[src/rtl/cargador_mascara.sv]
// Mask coefficient loader: on a start pulse, reads N*N coefficients from a
// 1-cycle synchronous memory into a flat row-major register bank.
module cargador_mascara #(
    parameter int BITS_DIRECCION_MEM = 10,
    parameter int BITS_MASCARA       = 3,
    parameter int BITS_COEFICIENTE   = 8,
    parameter int MAX_TAMANO         = 5
) (
    input  logic                                                 clk,
    input  logic                                                 reset,
    input  logic                                                 inicio_carga,
    input  logic [BITS_DIRECCION_MEM-1:0]                        direccion_mem_inicio_mascara,
    input  logic [BITS_MASCARA-1:0]                              tamano_mascara,
    output logic [BITS_DIRECCION_MEM-1:0]                        mem_direccion,
    output logic                                                 mem_lectura,
    input  logic [BITS_COEFICIENTE-1:0]                          mem_datos,
    output logic [MAX_TAMANO*MAX_TAMANO*BITS_COEFICIENTE-1:0]    coeficientes,
    output logic                                                 mascara_lista,
    output logic                                                 ocupado,
    output logic                                                 error_tamano
);

    localparam int unsigned ENTRADAS   = MAX_TAMANO * MAX_TAMANO;
    localparam int          BITS_TOTAL = $clog2(ENTRADAS + 1);

    typedef enum logic [1:0] {
        REPOSO,
        LEER,
        ULTIMO
    } estado_t;

    estado_t                       estado, estado_sig;
    logic [BITS_DIRECCION_MEM-1:0] base;
    logic [BITS_TOTAL-1:0]         total;
    logic [BITS_TOTAL-1:0]         k;
    logic [BITS_TOTAL-1:0]         total_nuevo;
    logic                          tamano_ilegal;
    logic [BITS_COEFICIENTE-1:0]   banco [ENTRADAS];

    assign tamano_ilegal = (tamano_mascara == '0) || (int'(tamano_mascara) > MAX_TAMANO);
    assign total_nuevo   = BITS_TOTAL'(tamano_mascara) * BITS_TOTAL'(tamano_mascara);

    always_ff @(posedge clk or negedge reset) begin
        if (!reset) begin
            estado <= REPOSO;
        end else begin
            estado <= estado_sig;
        end
    end

    always_comb begin
        estado_sig    = estado;
        mem_lectura   = 1'b0;
        mem_direccion = '0;
        ocupado       = 1'b0;
        case (estado)
            REPOSO: begin
                if (inicio_carga && !tamano_ilegal) begin
                    estado_sig = LEER;
                end
            end
            LEER: begin
                ocupado       = 1'b1;
                mem_lectura   = 1'b1;
                mem_direccion = base + BITS_DIRECCION_MEM'(k);
                if (k == total - BITS_TOTAL'(1)) begin
                    estado_sig = ULTIMO;
                end
            end
            ULTIMO: begin
                ocupado    = 1'b1;
                estado_sig = REPOSO;
            end
            default: estado_sig = REPOSO;
        endcase
    end

    // k runs one ahead of the datum on mem_datos, so capture always targets k-1.
    always_ff @(posedge clk or negedge reset) begin
        if (!reset) begin
            base          <= '0;
            total         <= '0;
            k             <= '0;
            mascara_lista <= 1'b0;
            error_tamano  <= 1'b0;
            for (int unsigned i = 0; i < ENTRADAS; i++) begin
                banco[i] <= '0;
            end
        end else begin
            case (estado)
                REPOSO: begin
                    if (inicio_carga) begin
                        if (tamano_ilegal) begin
                            error_tamano <= 1'b1;
                        end else begin
                            base          <= direccion_mem_inicio_mascara;
                            total         <= total_nuevo;
                            k             <= '0;
                            error_tamano  <= 1'b0;
                            mascara_lista <= 1'b0;
                            for (int unsigned i = 0; i < ENTRADAS; i++) begin
                                if (i >= 32'(total_nuevo)) begin
                                    banco[i] <= '0;
                                end
                            end
                        end
                    end
                end
                LEER: begin
                    k <= k + BITS_TOTAL'(1);
                    if (k != '0) begin
                        banco[k - BITS_TOTAL'(1)] <= mem_datos;
                    end
                end
                ULTIMO: begin
                    banco[k - BITS_TOTAL'(1)] <= mem_datos;
                    mascara_lista             <= 1'b1;
                end
                default: ;
            endcase
        end
    end

    always_comb begin
        coeficientes = '0;
        for (int unsigned i = 0; i < ENTRADAS; i++) begin
            coeficientes[i*BITS_COEFICIENTE +: BITS_COEFICIENTE] = banco[i];
        end
    end

endmodule

[config.mk]
export PLATFORM = sky130hd
export DESIGN_NAME = cargador_mascara
export DESIGN_NICKNAME = d
export VERILOG_FILES = /design/src/rtl/cargador_mascara.sv
export SDC_FILE = /design/constraint.sdc
export NUM_CORES = 1
export LEC_CHECK = 0
export CAP_MARGIN = 20
export CORE_MARGIN = 2
export CORE_UTILIZATION = 30
export CTS_CLUSTER_SIZE = 28
export DETAILED_ROUTE_END_ITERATION = 10
export PLACE_DENSITY = 0.58
export REMOVE_ABC_BUFFERS = 1
export SLEW_MARGIN = 20
export SYNTH_ARGS = -nofsm -noshare
export SYNTH_HDL_FRONTEND = slang
export SYNTH_SLANG_ARGS = --single-unit
[constraint.sdc]
create_clock -name clk -period 2.5 [get_ports clk]
set_input_delay 0.625 -clock clk [delete_from_list [all_inputs] [get_ports clk]]
set_output_delay 0.625 -clock clk [all_outputs]
set_load 0.05 [all_outputs]
# [Yosys cells after proc, flatten, opt, wreduce, memory -nomap -nowiden]
# Cells that the tools add are included.
[word_totals] ff_bits=224 latch_bits=0 ramBits=0 mem_bits_ro=0 in_bits=24 out_inout_bits=214 wordCells=185 n_memories=0
[classes] addsub=4 multipliers=1 div_mod_pow=0 magnitude_cmp=28 n_eq_ne=33 shift=0 mux=45 bitwise_logic=2 n_reduce_logical=41
[ops] cell="200-bit 2-to-1 mux" count=3
[ops] cell="200-bit case mux with 3 select lines" count=1
[ops] cell="8-bit 2-to-1 mux" count=26
[ops] cell="200-bit bitwise mux" count=1
[ops] cell="5-bit AND reduction" count=25
[ops] cell="2-bit inequality test (second input constant)" count=30
[ops] cell="5-bit greater-or-equal comparator (first input constant)" count=9
[ops] cell="8-bit demux with 5-bit select" count=1
[ops] cell="4-bit by 5-bit greater-or-equal comparator with 1-bit output (first input constant)" count=8
[ops] cell="3-bit by 5-bit greater-or-equal comparator with 1-bit output (first input constant)" count=4
[ops] cell="10-bit by 5-bit adder with 10-bit output" count=1
[ops] cell="1-bit by 5-bit greater-or-equal comparator with 1-bit output (first input constant)" count=2
[ops] cell="2-bit by 5-bit greater-or-equal comparator with 1-bit output (first input constant)" count=2
[ops] cell="10-bit 2-to-1 mux" count=1
[ops] cell="5-bit 2-to-1 mux" count=2
[ops] cell="5-bit case mux with 2 select lines" count=1
[ops] cell="5-bit by 1-bit subtractor with 5-bit output (second input constant)" count=2
[ops] cell="3-bit AND reduction" count=3
[ops] cell="6-bit greater-or-equal comparator (second input constant)" count=1
[ops] cell="6-bit by 1-bit < comparator with 1-bit output (second input constant)" count=1
[ops] cell="5-bit NOT with 6-bit output" count=1
[ops] cell="5-bit by 1-bit adder with 5-bit output (second input constant)" count=1
[ops] cell="5-bit == test" count=1
[ops] cell="3-bit by 3-bit multiplier with 5-bit output" count=1
[ops] cell="18 further kinds" count=26

# [Depth between registers and ports, before layout]
[depth] word_depth=9 mapped_depth=12 ltp_nobuf=8

# [Worst setup path after synthesis]
# No wires, ideal clock.
[synth_path] path_kind="reg2out" from="register estado[1]" to="output mem_direccion[3]" t_arrival_ns=2.610 t_required_ns=1.875 setup_slack_ns=-0.735 stages_incl_launch_ff=6 n_path_buf=1 cell_sequence="dfrtp_1 -> inv_1 -> ha_1 -> clkbuf_1 -> inv_1 -> nor3b_1"
[synth_via] elab_chain_len=2
[synth_rtl] element="from (decl)" line_no="32" source="estado_t estado, estado_sig;"
[synth_rtl] element="from (signal assigned)" line_no="47" source="estado <= estado_sig;"
[synth_rtl] element="2-bit by 1-bit == test with 1-bit output" line_no="56" source="case (estado)"
[synth_rtl] element="10-bit 2-to-1 mux" line_no="56"
[synth_rtl] element="to (decl)" line_no="14" source="output logic [BITS_DIRECCION_MEM-1:0] mem_direccion,"
# No other way between the ends.

# [Final worst setup path]
[layout_path] from="register k[0]" to="output mem_direccion[6]"
[layout_via] elab_chain_len=2
[layout_rtl] element="from (decl)" line_no="35" source="logic [BITS_TOTAL-1:0] k;"
[layout_rtl] element="from (signal assigned)" line_no="110" source="k <= k + BITS_TOTAL'(1);"
[layout_rtl] element="10-bit by 5-bit adder with 10-bit output" line_no="65" source="mem_direccion = base + BITS_DIRECCION_MEM'(k);"
[layout_rtl] element="10-bit 2-to-1 mux" line_no="56"
# No other way between the ends.

==> reports/qor.yml <==
crit_path_cell_trace: "ha_2, inv_2, fa_2, nor2b_2, o21a_1, o21ai_2, a21boi_1, mux2i_1, buf_4, buf_12"
unrepaired_setup_endpoints_after_global_routing: "true"
area_taken_by_flip_flops_and_latches_sq_um: 5580
placeableCoreArea_sq_um: 35480
status: "finished with violations"
clock_sink_count: 223
postLayoutCoreUtil_pct: 45.19
post_synth_main_area_contributors: "sky130_fd_sc_hd__dfrtp_1, sky130_fd_sc_hd__nand2_1, sky130_fd_sc_hd__nand3_1"
final_net_count: 1371
synth-edff-count: 0
dominantRegCellSynth: "sky130_fd_sc_hd__dfrtp_1"
numPortBuffers: 237
crit_slowest_cell: "sky130_fd_sc_hd__dfrtp_1"
synth-async-reset-ratio_pct: 100.0
synth_top_cell_by_area: "sky130_fd_sc_hd__dfrtp_1"
postPlaceCellArea_sq_um: 14490
layout_setup_ws_ps: -696.0
path_max_fanout: 3
hpwlAfterDp_um: 25570
leakagePower_nw: 7.183
yosys_warnings: 0
gp_routability_congestion: 0.8454
synth-seq-cells: 223
max_stage_delay_ps: 410
p_per_area_nw_per_um2: 1368
timing.critical_path.from_type: "flip-flop"
routed_wire_length_per_instance_um: 20.84
maxSlewHeadroom_pct: 58.33
number_of_global_route_vias_before_repair: 9460
postCtsHoldBufs: 0
cts.clk_slew.worst_paths_ps: 60
clock_tree.buffer_depth: 3
total_power_w: 0.02194
antennaDiodeCount: 0
cts_htree_levels: 1
timing_max_transition_violations_final: 0
worst_hold_slack_ps: 43.76
grt_pass1_wl_um: 57920
setup_tns_ps: -4514
vias: 9634
violations: "negative setup slack"
clock_tree.root_cell: "sky130_fd_sc_hd__clkbuf_16"
drt-vias-per-instance: 5.320
rr_endpoint: "coeficientes[175]$_DFFE_PN0P_"
grt-ovfl-total: 0
cp_data_arrival_time_ps: 2570
hold_violations: 0
detail_route.iter0.violations: 761
cts_buffers: 26
syn_area_sq_um: 10790
r2r_start: "k[0]$_DFFE_PN0P_"
timing.final.setup_violations: 9
seq_area_frac_synth_pct: 51.73
fillers: 3295
drt_pre_antenna_iters: 5
maxClockFrequency_mhz: 312.9
antenna_found_initial: 0
hold_path_class: "in -> async"
floorplan.die_area_sq_um: 37490
critical_path_buf_inv_count: 3
initial_utilization_pct: 30.40
grt_usage_pct: 19.43
area_delta_synth_final_pct: 48.64
detail-route-antenna-nets: 0
drt_drc_violations_left: 0
syn_avg_cell_area_sq_um: 10.58
worstRegToRegCells: 11
syn_inst: 1020
critical_path.endpoint_type: "primary output"
floorplan.rows: 69
layout.cell_area.non_filler_sq_um: 16040
synthDistinctLibCells: 68
max-cap-violations: 0
cp_top_family: "adder cells"
final_period_minus_worst_setup_slack_ps: 3196
synthDominantCellAreaShare_pct: 51.73
clk_latency_ps: 540
timing.final.crit_share_pct: 127.8
tritoncts: "done"
setup.worst_path.class: "reg -> out"
required_ps: 1880
clock_skew_ps: 14.96
top_level_ports: 238
postRouteWirelength_um: 37740
worst_slew_pin_slew_ps: 624.6
dieHeight_um: 193.6
drive_above_1_share_pct: 20.44
die_x_um: 193.6
ff2ff_setup_slack_ps: 80
grt_max_degree: 59
max-vdd-ir-drop_uv: 632.8
multiInputGateArea_sq_um: 4959
-- worst max-delay path by stage --
stage / end / cells past startpoint / start / slack (ps)
2_1_floorplan: coeficientes[102]$_DFFE_PN0P_ / 5 / estado[0]$_DFFE_PN0P_ / -1480
3_3_place_gp: coeficientes[139]$_DFFE_PN0P_ / 9 / tamano_mascara[0] / -580
3_5_place_dp: coeficientes[141]$_DFFE_PN0P_ / 9 / tamano_mascara[0] / -710
4_1_cts: mem_direccion[6] / 10 / k[0]$_DFFE_PN0P_ / -720
5_1_grt: mem_direccion[8] / 9 / k[0]$_DFFE_PN0P_ / -840
6_report: mem_direccion[6] / 10 / k[0]$_DFFE_PN0P_ / -700
-- flip-flops by register name (all words and copies together) (netlist names) --
register       cells
coeficientes     200
base              10
k                  5
total              4
estado             2
error_tamano       1
mascara_lista      1
-- cells in the mapped netlist, types with 16 or more instances --
master / count
sky130_fd_sc_hd__nor4_1: 22
sky130_fd_sc_hd__nand2_1: 118
sky130_fd_sc_hd__nand3_1: 82
sky130_fd_sc_hd__o2bb2ai_1: 32
sky130_fd_sc_hd__mux2i_1: 38
sky130_fd_sc_hd__clkbuf_1: 54
sky130_fd_sc_hd__a211o_1: 25
sky130_fd_sc_hd__o311ai_0: 27
sky130_fd_sc_hd__and3_1: 28
sky130_fd_sc_hd__ha_1: 16
sky130_fd_sc_hd__dfrtp_1: 223
sky130_fd_sc_hd__buf_2: 17
sky130_fd_sc_hd__o21ai_0: 59
sky130_fd_sc_hd__a22o_1: 39
-- where the power goes --
group	internal, W	switching [W]	total [W]
clock	0.00261	0.00158	0.00420
sequential	0.00435	0.000579	0.00493
combinational	0.00488	0.00794	0.0128
-- cells in the final DEF (no fill, tap or decap), types with 26 or more instances in the layout --
| cell type | instances |
|---|---|
| sky130_fd_sc_hd__o311ai_0 | 26 |
| sky130_fd_sc_hd__nand2_1 | 118 |
| sky130_fd_sc_hd__a22o_1 | 39 |
| sky130_fd_sc_hd__nand3_1 | 80 |
| sky130_fd_sc_hd__buf_4 | 106 |
| sky130_fd_sc_hd__buf_12 | 28 |
| sky130_fd_sc_hd__clkdlybuf4s50_1 | 224 |
| sky130_fd_sc_hd__o21ai_0 | 56 |
| sky130_fd_sc_hd__mux2i_1 | 37 |
| sky130_fd_sc_hd__o2bb2ai_1 | 32 |
| sky130_fd_sc_hd__clkbuf_16 | 31 |
| sky130_fd_sc_hd__dfrtp_1 | 223 |
| sky130_fd_sc_hd__and3_1 | 27 |
-- per-stage QoR --
stage	instances	worst slack [ps]
2_1_floorplan	928	-1482
3_3_place_gp	1738	-578.7
3_5_place_dp	1738	-708.1
4_1_cts	1797	-719.1
5_1_grt	1811	-837.3
6_report	1811	-696.0
-- routing by layer --
layer,track usage [%],wire length [um]
met5,0,0
met4,3.675,790
met3,5.584,3013
met2,30.32,16880
met1,27.03,17060
-- logic make-up (layout without fill, tap and decap cells) --
| group | after synthesis | count (layout) | share of synthesized area, % |
|---|---|---|---|
| XOR/XNOR | 7 | 7 | 0.6380 |
| AO/OA/AOI/OAI | 265 | 265 | 18.85 |
| AND/OR/NAND/NOR | 350 | 350 | 16.92 |
| flip-flops | 223 | 223 | 51.73 |
| adder cells (fa/ha/maj) | 17 | 17 | 2.041 |
| multiplexers | 52 | 52 | 4.987 |
| buffers and inverters | 106 | 436 | 4.836 |
-- cell type report --
cell class | instances | area share [%]
sequential | 223 | 34.80
inverter | 14 | 0.3511
clock inverter | 11 | 1.038
multi-input combinational | 691 | 30.92
timing repair buffer | 374 | 24.34
tap | 461 | 3.597
clock buffer | 37 | 4.947
-- repair_timing --
action | CTS | global route
endpoints found under the setup margin | 56 | 137
cloned | 1 | 3
setup buffers | 10 | 13
pin swaps | 13 | 16
resized for setup | 35 | 44
(Power assumes the default switching activity.)
